## src/rtl/instr_fetch_queue.sv

```systemverilog
// instr_fetch_queue: sequential fetch with credit-limited memory requests, a prefetch queue of {pc, instr},
// and redirect handling that flushes the queue and discards responses still in flight.
module instr_fetch_queue #(
   parameter int          DEPTH    = 4,
   parameter logic [31:0] RESET_PC = 32'h0000_0000
) (
   input  logic        clk,
   input  logic        rst,
   output logic        o_imem_req_valid,
   input  logic        i_imem_req_ready,
   output logic [31:0] o_imem_req_addr,
   input  logic        i_imem_rsp_valid,
   input  logic [31:0] i_imem_rsp_data,
   input  logic        i_redirect_valid,
   input  logic [31:0] i_redirect_pc,
   output logic        o_out_valid,
   input  logic        i_out_ready,
   output logic [31:0] o_out_instr,
   output logic [31:0] o_out_pc,
   output logic [31:0] o_out_pc_plus4
);
   localparam int AW = $clog2(DEPTH);
   localparam int CW = AW + 1;
   logic [31:0]   r_fetch_pc, r_resp_pc;
   logic [CW-1:0] r_inflight, r_drop, r_count;
   logic [AW-1:0] r_head, r_tail;
   logic [31:0]   r_pc_mem    [DEPTH];
   logic [31:0]   r_instr_mem [DEPTH];
   logic          w_fire, w_rsp, w_keep, w_pop;
   logic [CW-1:0] w_inflight_next;
   logic [CW:0]   w_credit;
   logic [31:0]   w_target;
   // in-flight requests plus queued entries never exceed DEPTH, so a kept response always has room
   assign w_credit         = {1'b0, r_inflight} + {1'b0, r_count};
   assign o_imem_req_valid = !rst && !i_redirect_valid && (w_credit < (CW+1)'(DEPTH));
   assign o_imem_req_addr  = r_fetch_pc;
   assign w_fire           = o_imem_req_valid && i_imem_req_ready;
   assign w_rsp            = i_imem_rsp_valid && (r_inflight != '0);
   assign w_keep           = w_rsp && (r_drop == '0) && !i_redirect_valid;
   assign w_pop            = o_out_valid && i_out_ready && !i_redirect_valid;
   assign w_inflight_next  = r_inflight + CW'(w_fire) - CW'(w_rsp);
   assign w_target         = i_redirect_pc & ~32'h3;
   assign o_out_valid      = r_count != '0;
   assign o_out_instr      = o_out_valid ? r_instr_mem[r_head] : '0;
   assign o_out_pc         = o_out_valid ? r_pc_mem[r_head] : '0;
   assign o_out_pc_plus4   = o_out_valid ? o_out_pc + 32'd4 : '0;
   always_ff @(posedge clk) begin
      if (rst) begin
         r_fetch_pc <= RESET_PC;
         r_resp_pc  <= RESET_PC;
         r_inflight <= '0;
         r_drop     <= '0;
         r_count    <= '0;
         r_head     <= '0;
         r_tail     <= '0;
      end else begin
         r_inflight <= w_inflight_next;
         if (i_redirect_valid) begin
            r_fetch_pc <= w_target;
            r_resp_pc  <= w_target;
            r_drop     <= w_inflight_next;
            r_count    <= '0;
            r_head     <= '0;
            r_tail     <= '0;
         end else begin
            if (w_fire) r_fetch_pc <= r_fetch_pc + 32'd4;
            if (w_rsp && r_drop != '0) r_drop <= r_drop - CW'(1);
            if (w_keep) begin
               r_tail    <= r_tail + AW'(1);
               r_resp_pc <= r_resp_pc + 32'd4;
            end
            if (w_pop) r_head <= r_head + AW'(1);
            r_count <= r_count + CW'(w_keep) - CW'(w_pop);
         end
      end
   end
   always_ff @(posedge clk) begin
      if (w_keep) begin
         r_pc_mem[r_tail]    <= r_resp_pc;
         r_instr_mem[r_tail] <= i_imem_rsp_data;
      end
   end
endmodule

```

## config.mk

```make
export PLATFORM = sky130hd
export DESIGN_NAME = instr_fetch_queue
export DESIGN_NICKNAME = d
export VERILOG_FILES = /design/src/rtl/instr_fetch_queue.sv
export SDC_FILE = /design/constraint.sdc
export NUM_CORES = 1
export LEC_CHECK = 0
export CAP_MARGIN = 15
export CORE_UTILIZATION = 50
export CTS_CLUSTER_SIZE = 20
export DETAILED_ROUTE_END_ITERATION = 10
export PLACE_DENSITY_LB_ADDON = 0.25
export SYNTH_ARGS = -nofsm -noshare
export SYNTH_HDL_FRONTEND = slang
export SYNTH_SLANG_ARGS = --single-unit
```

## constraint.sdc

```tcl
create_clock -name clk -period 3.3 [get_ports clk]
set_input_delay 0.495 -clock clk [delete_from_list [all_inputs] [get_ports clk]]
set_output_delay 0.495 -clock clk [all_outputs]
set_load 0.02 [all_outputs]
```

==> results of run 1 <==
==> layer usage <==
metal	vias to the layer above	share of wire
li1	4487	-
met1	4731	0.43
met2	378	0.47
met3	44	0.078
met4	0	0.021
met5	-	0
==> path summary, 6_finish.rpt <==
path                                            to  slack, ns  depth (start not counted)
worst min-delay path                     r_tail[1]       0.52                          2
worst max-delay path            o_out_pc_plus4[28]      -0.38                         11
worst min register to register           r_tail[1]       0.52                          2
worst max register to register           r_drop[2]       0.45                         13
==> final cells by class <==
class,count,area [um2],area share
Clock inverter,21,212.7,0.01137
Inverter,49,183.9,0.009834
Clock buffer,35,790.8,0.04228
Timing Repair Buffer,296,2839,0.1518
Sequential cell,323,8965,0.4793
Multi-Input combinational cell,603,5239,0.2801
Tap cell,378,473.0,0.02529
==> report_power, final <==
part	total [mW]	switching, mW	internal [mW]	leakage [nW]
clock	3.46	1.49	1.97	0.475
sequential	4.76	0.155	4.60	2.88
combinational	1.45	0.773	0.678	3.05
==> logic make-up after synthesis <==
group | Yosys count | share of synthesized area
other | 1 | 0.0002595
and+or+nand+nor | 309 | 0.1243
adders and majority gates | 17 | 0.01576
muxes | 76 | 0.1087
AOI/OAI and AO/OA | 144 | 0.06642
buffers and inverters | 109 | 0.03438
DFF | 323 | 0.6193
xor gates and xnor gates | 51 | 0.03091
==> cells in the mapped netlist (3+ instances only) <==
master      n  area, um2
a211oi_1    9      67.56
a21boi_0   30      225.2
a21oi_1    38      190.2
a31o_2      3      26.28
a31oi_1    11      68.82
and2_1     59      369.1
and3_1      7      43.79
and4_1     12      105.1
buf_1       5      18.77
buf_4       8      60.06
buf_6       3      33.78
clkbuf_1   39      146.4
dfxtp_1    75       1501
edfxtp_1  248       7447
ha_1       15      187.7
inv_1      47      176.4
mux2_2      6      67.56
mux2i_1    11      110.1
mux4_1     17      446.7
mux4_2     42      945.9
nand2_1    44      165.2
nand3_1    23      115.1
nand4_1    30      187.7
nor2_1     43      161.4
nor2b_1     3      18.77
nor3_1     21      105.1
nor3b_1     3      22.52
nor4_1     18      112.6
o21a_1      3      22.52
o21ai_0    15      75.07
o21bai_1    8      60.06
o31a_1     12      105.1
o31ai_1    10      75.07
or3_1       7      43.79
or3_2       4      30.03
or4_1      14      105.1
xnor2_1    34      297.8
xor2_1     17      148.9
==> flip-flops by register name, indices dropped and copies added (netlist names), named ones only <==
register         cells
r_drop               3
r_instr_mem        128
r_count              3
r_pc_mem           120
r_resp_pc           30
r_inflight           3
r_head               2
r_tail               2
o_imem_req_addr     30
==> critical path: cells and delay by family (launching register included) <==
kind / cells / cell delay, ns
buf+inv: 3 / 0.46
fa+ha+maj: 1 / 0.13
compound gates: 3 / 0.49
flops: 1 / 0.37
mux: 1 / 0.34
simple gates: 3 / 0.84
==> repair_timing <==
action | in CTS | in global routing
gates resized for setup | 173 | 58
pin swaps | 14 | 15
setup endpoints to repair | 48 | 31
buffers inserted | 14 | 9
gates cloned | 1 | 0
==> key figures, run 1 <==
Outcome
  – Outcome: complete, but fails checks
  – Failing checks: negative setup slack

Placement
  – Routability-driven placement congestion ratio: 0.8579
  – Port bufs: 191
  – Worst slack at placement: -0.2788 ns
  – Detailed placement HPWL: 21.48 mm
  – Post-DP Area: 17,330 um2
  – Cells after DPL: 1,626

Finish
  – Share of cells above drive strength 1: 0.2313
  – Most common cell after layout, fill and taps aside: edfxtp_1
  – Diode count: 0
  – Post-route cell area: 18,700 um2
  – Net count of the finished layout: 1,391
  – Commonest non-fill, non-tap cells in the layout: edfxtp_1 (248), clkdlybuf4s50_1 (150), buf_4 (99)
  – Filler instances: 2,052
  – Final cell count without fillers: 1,705
  – Final core utilization: 0.6659
  – Area grow syn2layout: 29.44%

Logic synthesis
  – Post-synth EDFFs: 248
  – Synthesized flop and latch total: 323
  – Mapped Area: 14,450 um2
  – Sequential element share of the synthesized area: 0.6193
  – Synth cell types: 64
  – Asr flop ratio synth: 0
  – Post-Synthesis Cells: 1,030
  – Syn Area/Cell: 14.03 um2
  – Commonest register cell after synthesis: edfxtp_1
  – Synth warn: 0

Global routing
  – Largest net degree at the start of global routing: 64
  – Met3 Use GR: 0.04349
  – Grt met1 use: 0.3051
  – GRT Total Usage: 0.2258
  – Initial antenna violation count: 0
  – Met2 Use GR: 0.3748
  – GR Overflow Total: 0
  – Grt peak-use layer: met2
  – Global-route wire length before repair: 51.47 mm
  – Vias in the first global route: 9,627

CTS
  – Clock root buffer: clkbuf_16
  – Clock transition at path regs: 0.06 ns
  – Clk Latency, worst-skew pair: 0.55 ns
  – TritonCTS clock tree: built
  – Inserted Clock Buffers: 31
  – Maximum level of the CTS H-tree: 1
  – Max Root-Sink Buffers: 3
  – Total clock sinks: 323
  – Hold Buf Count CTS: 0

STA
  – Tightest Pin Transition: 0.7044 ns
  – Period minus WS final: 3.684 ns
  – Tcrit/Tclk final: 1.116
  – Final Max Slew Viols: 0
  – Endpoints failing hold: 0
  – Max transition margin: 0.5238
  – Worst hold slack: 0.5227 ns
  – Fmax: 271.5 MHz
  – RSZ-0062 raised after global routing: true
  – Worst setup margin: -0.3835 ns
  – Worst Skew: 0.009387 ns
  – # setup viols final: 16
  – Setup TNS: -3.492 ns

Die
  – Total core area: 28,090 um2
  – Row cnt: 61
  – Die width: 172.0 um
  – I/O pin count: 200
  – Starting Density: 0.5144
  – Chip height: 172.0 um
  – DIE AREA: 29,580 um2

Power and ir drop
  – Peak VDD IR: 0.4014 mV
  – PD cells: 517.1 nW/um2
  – LEAKAGE: 6.403 nW
  – Design Power: 9.671 mW

Worst setup path
  – Crit path kind: reg2out
  – CP max-delay cell: or4_4
  – Arr. time, crit path: 3.19 ns
  – CP startpoint kind: flip-flop
  – Most common cell on crit path: buf_6
  – CP Data Required Time: 2.80 ns
  – Largest stage delay on the critical path: 0.58 ns
  – Maximum fanout along the worst path: 6
  – Crit-path cells: mux4_2, and2_4, ha_4, o31a_1, nand4_4, or4_4, buf_6, o31ai_2, buf_4, a21oi_4, buf_6
  – Setup crit end kind: output pin
  – Reg-to-Reg Start: r_count[2]

Drt
  – Vias: 9,640
  – DR DRC count: 0
  – Initial DRT Pass Iterations: 5
  – Final WL: 33.34 mm
  – Antenna viol nets, final: 0
  – DR WL/cell: 19.56 um
  – Avg Vias per Cell: 5.654
  – Initial DRC count: 840

Hold path
  – HP Start: r_tail[1]
  – Min-Delay Path Class: reg2reg

Flow run
  – Max-Cap Viols: 0
Note: power is estimated with default switching activity, not from simulation.
==> inputs of run 2 (changes only) <==
Settings changed: CORE_MARGIN from default to 2, CTS_CLUSTER_DIAMETER from default to 200.
==> run 2 against run 1 <==
  * The run still ends with negative setup slack left
  * Flip-flop and latch count unchanged
  * Final cell count is 1.5% lower
  * Clock-buffer cell count decreased by 8
  * Hold slack worse by 0.00058 ns
  * Clock skew increased by 0.010 ns
  * Non-clock buffer count down 4
  * Sequential power about the same
==> key figures, run 2 (synthesis results as in run 1) <==
Outcome
  – Outcome: complete, but fails checks
  – Failing checks: negative setup slack

CTS
  – Hold Buf Count CTS: 0 (unchanged)
  – Clock root buffer: clkbuf_16
  – TritonCTS clock tree: built
  – Clock transition at path regs: 0.08 ns (+0.02 ns)
  – Max Root-Sink Buffers: 3 (unchanged)
  – Clk Latency, worst-skew pair: 0.52 ns (-0.03 ns)
  – Maximum level of the CTS H-tree: 1 (unchanged)
  – Inserted Clock Buffers: 20 (-35%)
  – Total clock sinks: 323 (unchanged)

Finish
  – Max FFs per register: 128 (unchanged)
  – Final cell count without fillers: 1,679 (-1.5%)
  – Post-route cell area: 18,120 um2 (-3.1%)
  – Most common cell after layout, fill and taps aside: edfxtp_1
  – Area grow syn2layout: 25.41%
  – Commonest non-fill, non-tap cells in the layout: edfxtp_1 (248), clkdlybuf4s50_1 (157), buf_4 (95)
  – Biggest register: r_instr_mem
  – Net count of the finished layout: 1,376 (-1.1%)
  – Share of cells above drive strength 1: 0.2039 (-0.02749)
  – Top Registers: r_instr_mem (128), r_pc_mem (120)
  – Diode count: 0 (unchanged)

Worst setup path
  – Maximum fanout along the worst path: 10 (+4)
  – Crit path kind: reg2out
  – FF-to-FF setup slack: 0.49 ns (+0.04 ns)
  – Largest stage delay on the critical path: 0.54 ns (-0.04 ns)
  – Arr. time, crit path: 3.02 ns (-0.17 ns)
  – CP startpoint kind: flip-flop
  – Worst R2R Path Depth: 13 (unchanged)
  – Crit-path cells: buf_8, buf_12, mux4_2, or4_4, or4_1, a21oi_2, buf_4
  – Setup crit end kind: output pin
  – Reg-to-Reg Start: r_count[2]
  – Worst r2r dst: r_drop[2]
  – CP Data Required Time: 2.80 ns (about the same)
  – CP max-delay cell: mux4_2

Global routing
  – GRT Total Usage: 0.2107 (-0.01516)
  – Initial antenna violation count: 0 (unchanged)
  – Global-route wire length before repair: 50.60 mm (-1.7%)
  – GR Overflow Total: 0 (unchanged)
  – Vias in the first global route: 9,277 (-3.6%)
  – Largest net degree at the start of global routing: 64 (unchanged)

Die
  – Starting Density: 0.5061 (-0.008297)
  – Total core area: 28,550 um2 (+1.6%)
  – I/O pin count: 200 (unchanged)
  – Row cnt: 62 (+1.6%)
  – Die width: 174.0 um (+1.2%)
  – Chip height: 174.0 um (+1.2%)
  – DIE AREA: 30,270 um2 (+2.3%)

Power and ir drop
  – Peak VDD IR: 0.3931 mV (-2.1%)
  – LEAKAGE: 6.087 nW (-4.9%)
  – Seq pwr share: 0.551 (+0.059)
  – Net Sw Frac: 0.2518 (+0.001539)
  – Sw Pwr: 2.171 mW (-10%)
  – P_int: 6.453 mW (-11%)
  – Clock Power Share: 0.282 (-0.076)
  – Combinational group share of total power: 0.167 (+0.017)
  – PD cells: 476.0 nW/um2 (-8.0%)

Drt
  – Antenna viol nets, final: 0 (unchanged)
  – Final WL: 32.42 mm (-2.8%)
  – Initial DRT Pass Iterations: 5 (unchanged)
  – Avg Vias per Cell: 5.609 (-0.79%)
  – Vias: 9,418 (-2.3%)
  – Initial DRC count: 769 (-8.5%)
  – DR WL/cell: 19.31 um (-1.3%)
  – DR DRC count: 0 (unchanged)

STA
  – Worst hold slack: 0.5221 ns (-0.0005820 ns)
  – Final Max Slew Viols: 0 (unchanged)
  – Worst Skew: 0.01947 ns (+0.01008 ns)
  – RSZ-0062 raised after global routing: true
  – Tcrit/Tclk final: 1.066 (-0.04998)
  – Fmax: 284.2 MHz (+4.7%)
  – Worst setup margin: -0.2186 ns (+0.1649 ns)
  – # setup viols final: 14 (-2)
  – Tightest Pin Transition: 0.6931 ns (-0.01133 ns)
  – Setup TNS: -1.543 ns (+1.949 ns)
  – Period minus WS final: 3.519 ns (-0.1649 ns)
  – Endpoints failing hold: 0 (unchanged)
  – Max transition margin: 0.5314 (+0.007662)

Hold path
  – HP Start: o_imem_req_addr[31]
  – Hold EP: o_imem_req_addr[31]
  – Hold Path Stages: 2 (unchanged)
  – Min-Delay Path Class: reg2reg

Placement
  – Routability-driven placement congestion ratio: 0.8460 (-1.4%)
  – Detailed placement HPWL: 22.52 mm (+4.8%)
  – Cells after DPL: 1,642 (+0.98%)
  – Port bufs: 191 (unchanged)
  – Post-DP Area: 17,430 um2 (+0.55%)

Flow run
  – Max-Cap Viols: 0 (unchanged)
==> run 2: cell count changes in the layout (fill, tap and decap cells not counted), moves of 6 or more <==
cell	delta
clkbuf_16	-10
buf_6	-7
clkdlybuf4s50_1	+7
clkinv_4	-6
==> run 2: worst max path at each step <==
stage | end | slack, ns | depth (start not counted)
3_3_place_gp | o_out_pc_plus4[28] | -0.24 | 9
2_1_floorplan | o_out_pc_plus4[28] | 0.05 | 13
5_1_grt | o_out_pc_plus4[24] | -0.30 | 9
3_5_place_dp | o_out_pc_plus4[27] | -0.26 | 8
6_report | o_out_pc_plus4[27] | -0.22 | 7
4_1_cts | o_out_pc_plus4[24] | -0.32 | 9
==> run 2: per-layer routing <==
layer  part of all wire  up-vias  track usage
met3              0.064       33      0.03150
met1               0.44     4642       0.2998
met2               0.47      308       0.3476
li1                   -     4435            -
met4              0.018        0      0.04447
met5                  0        -            0
==> run 2: repair_timing <==
item | in CTS | in global routing
gates resized for setup | 144 | 42
gates cloned | 0 | 0
pin swaps | 14 | 12
buffers inserted | 7 | 2
setup endpoints to repair | 43 | 40
==> run 2: cell type report <==
| cell class | instances | area, um2 |
|---|---|---|
| fillers | 2147 | 10430 |
| flip-flops and latches | 323 | 8965 |
| repair buffers | 292 | 2765 |
| multi-input cells | 603 | 5157 |
| clock inverters | 1 | 20.02 |
| well taps | 384 | 480.5 |
| inverters | 49 | 183.9 |
| clock buffers | 27 | 548.0 |
==> run 2: critical path, delay by kind of cell, from the launching register on <==
| family | cells | cell delay [ns] |
|---|---|---|
| AO/OA/AOI/OAI | 1 | 0.14 |
| buffers and inverters | 3 | 0.42 |
| flip-flops | 1 | 0.38 |
| multiplexers | 1 | 0.54 |
| AND/OR/NAND/NOR | 2 | 1.03 |
==> run 2: metrics by stage <==
step	util	setup WS (ns)	total power, mW
after floorplan	-	0.05044	5.617
after global routing	0.6347	-0.3013	8.970
final	0.6347	-0.2186	8.624
after detailed placement	0.6104	-0.2589	6.278
after global placement	0.6104	-0.2364	6.237
after CTS	0.6311	-0.3177	8.689
==> run 2: power by group through the flow <==
stage	Combinational (mW)	Sequential [mW]	Clock [mW]
after floorplan	0.787	4.83	0
after global placement	1.41	4.83	0
after detailed placement	1.44	4.84	0
after CTS	1.44	4.75	2.50
after global routing	1.56	4.78	2.63
final	1.44	4.75	2.43
==> inputs of run 3 (changes only) <==
Settings changed: CORE_UTILIZATION 50 to 30.
==> run 3 against run 2 <==
  * The run still ends with negative setup slack left
  * Die area up 65%
  * Clock power up 2%
  * Critical path depth up 3
  * Critical path type unchanged
==> key figures, run 3 (synthesis results as in run 1) <==
Outcome
  – Outcome: complete, but fails checks
  – Failing checks: negative setup slack

Die
  – Total core area: 47,650 um2 (+67%)
  – I/O pin count: 200 (unchanged)
  – Starting Density: 0.3033 (-0.2029)
  – DIE AREA: 49,930 um2 (+65%)
  – Die width: 223.5 um (+28%)
  – Chip height: 223.5 um (+28%)
  – Row cnt: 80 (+29%)

Worst setup path
  – Largest stage delay on the critical path: 0.57 ns (+0.03 ns)
  – Maximum fanout along the worst path: 6 (-4)
  – Arr. time, crit path: 3.18 ns (+0.16 ns)
  – CP bufs+invs: 2 (-1)
  – CP max-delay cell: or4_4
  – CP Data Required Time: 2.80 ns (about the same)
  – CP startpoint kind: flip-flop
  – Setup crit end kind: output pin
  – Crit path max-delay family: simple AND/OR/NAND/NOR gates
  – Crit path kind: reg2out
  – Most common cell on crit path: buf_6
  – Crit-path cells: mux4_2, and2_4, ha_4, o31a_1, nand4_4, or4_4, buf_6, or3_4, a21oi_2, buf_6

Drt
  – Vias: 9,423 (+0.053%)
  – Final WL: 36.80 mm (+14%)
  – Initial DRT Pass Iterations: 5 (unchanged)
  – DR WL/cell: 19.26 um (-0.25%)
  – Avg Vias per Cell: 4.931 (-12%)
  – Antenna viol nets, final: 0 (unchanged)
  – Initial DRC count: 550 (-28%)
  – DR DRC count: 0 (unchanged)

Finish
  – Multi-input gate area in the final layout: 5157 um2 (unchanged)
  – Filler instances: 4,550 (+110%)
  – FF/Latch Area: 8965 um2 (unchanged)
  – Share of cells above drive strength 1: 0.2006 (-0.003244)
  – Max FFs per register: 128 (unchanged)
  – Final cell count without fillers: 1,911 (+14%)
  – Area grow syn2layout: 27.29%
  – Final core utilization: 0.3860 (-0.2487)
  – Net count of the finished layout: 1,377 (+0.073%)
  – Commonest non-fill, non-tap cells in the layout: edfxtp_1 (248), clkdlybuf4s50_1 (155), buf_4 (109)
  – Most common cell after layout, fill and taps aside: edfxtp_1
  – Post-route cell area: 18,390 um2 (+1.5%)
  – Diode count: 0 (unchanged)
  – Biggest register: r_instr_mem
  – Top Registers: r_instr_mem (128), r_pc_mem (120)

CTS
  – Clk Latency, worst-skew pair: 0.53 ns (about the same)
  – TritonCTS clock tree: built
  – Max Root-Sink Buffers: 3 (unchanged)
  – Clock transition at path regs: 0.08 ns (about the same)
  – Total clock sinks: 323 (unchanged)
  – Hold Buf Count CTS: 0 (unchanged)
  – Clock root buffer: clkbuf_16
  – Maximum level of the CTS H-tree: 1 (unchanged)
  – Inserted Clock Buffers: 20 (unchanged)

Placement
  – Detailed placement HPWL: 25.33 mm (+12%)
  – Worst slack at placement: -0.3137 ns (-0.05477 ns)
  – Cells after DPL: 1,871 (+14%)
  – Port bufs: 191 (unchanged)
  – Routability-driven placement congestion ratio: 0.7913 (-6.5%)
  – Post-DP Area: 17,660 um2 (+1.4%)

STA
  – Final Max Slew Viols: 0 (unchanged)
  – Fmax: 272.2 MHz (-4.2%)
  – Max transition margin: 0.5083 (-0.02309)
  – RSZ-0062 raised after global routing: true
  – Worst setup margin: -0.3740 ns (-0.1554 ns)
  – Tightest Pin Transition: 0.7272 ns (+0.03415 ns)
  – Endpoints failing hold: 0 (unchanged)
  – Period minus WS final: 3.674 ns (+0.1554 ns)
  – Worst Skew: 0.02501 ns (+0.005544 ns)
  – # setup viols final: 17 (+3)
  – Tcrit/Tclk final: 1.113 (+0.04709)

Power and ir drop
  – Combinational group share of total power: 0.168 (about the same)
  – Seq pwr share: 0.546 (-0.005)
  – Clock Power Share: 0.286 (+0.004)
  – P_int: 6.450 mW (about the same)
  – LEAKAGE: 6.181 nW (+1.6%)
  – Peak VDD IR: 0.2843 mV (-28%)
  – PD cells: 473.0 nW/um2 (-0.61%)
  – Sw Pwr: 2.251 mW (+3.7%)
  – Net Sw Frac: 0.2587 (+0.006913)

Global routing
  – GR Overflow Total: 0 (unchanged)
  – Vias in the first global route: 9,448 (+1.8%)
  – Initial antenna violation count: 1 (+1)
  – Global-route wire length before repair: 56.08 mm (+11%)
  – Largest net degree at the start of global routing: 64 (unchanged)
  – GRT Total Usage: 0.1439 (-0.06678)

Hold path
  – Min-Delay Path Class: reg2reg

Flow run
  – Max-Cap Viols: 0 (unchanged)
## run 3: worst paths after layout
path / from / to / slack (ns) / depth (start not counted)
worst max-delay path: flip-flop / o_out_pc_plus4[18] / -0.37 / 10
worst min-delay path: r_resp_pc[30] / r_pc_mem[0][30] / 0.51 / 0
worst max register to register: r_count[2] / r_drop[2] / 0.39 / 13
worst min register to register: r_resp_pc[30] / r_pc_mem[0][30] / 0.51 / 0
## run 3: power by group through the flow
stage | combinational [mW] | sequential, mW | clock [mW]
floorplan | 0.787 | 4.83 | 0
global placement | 1.44 | 4.83 | 0
detailed placement | 1.46 | 4.84 | 0
CTS | 1.48 | 4.75 | 2.59
global route | 1.60 | 4.78 | 2.71
finish | 1.46 | 4.75 | 2.49
## run 3: final cells by class
cell class                 count  area share
clock buffer                  27     0.02980
clock inverter                 1    0.001088
inverter                      49     0.01000
multi-input combinational    603      0.2804
sequential                   323      0.4874
tap                          615     0.04184
timing repair buffer         293      0.1495
## run 3: metrics by stage
stage	power, mW	setup TNS [ns]	hold slack, ns
detailed placement	6.300	-2.612	0.5030
finish	8.700	-3.603	0.5125
CTS	8.813	-4.589	0.5232
global route	9.095	-6.338	0.5421
floorplan	5.617	0	0.4601
global placement	6.278	-2.340	0.4821
## run 3: metal layers
metal | track usage | up-vias | wire length [um]
li1 | - | 4443 | -
met1 | 0.2112 | 4674 | 18030
met2 | 0.2257 | 273 | 16210
met3 | 0.02489 | 31 | 2030
met4 | 0.02495 | 2 | 517
met5 | 0 | - | 11
## run 3: what timing repair did
item / 4_1_cts / 5_1_grt
resized for setup: 132 / 35
buffers inserted: 9 / 5
pin swaps: 16 / 7
setup endpoints to repair: 67 / 59
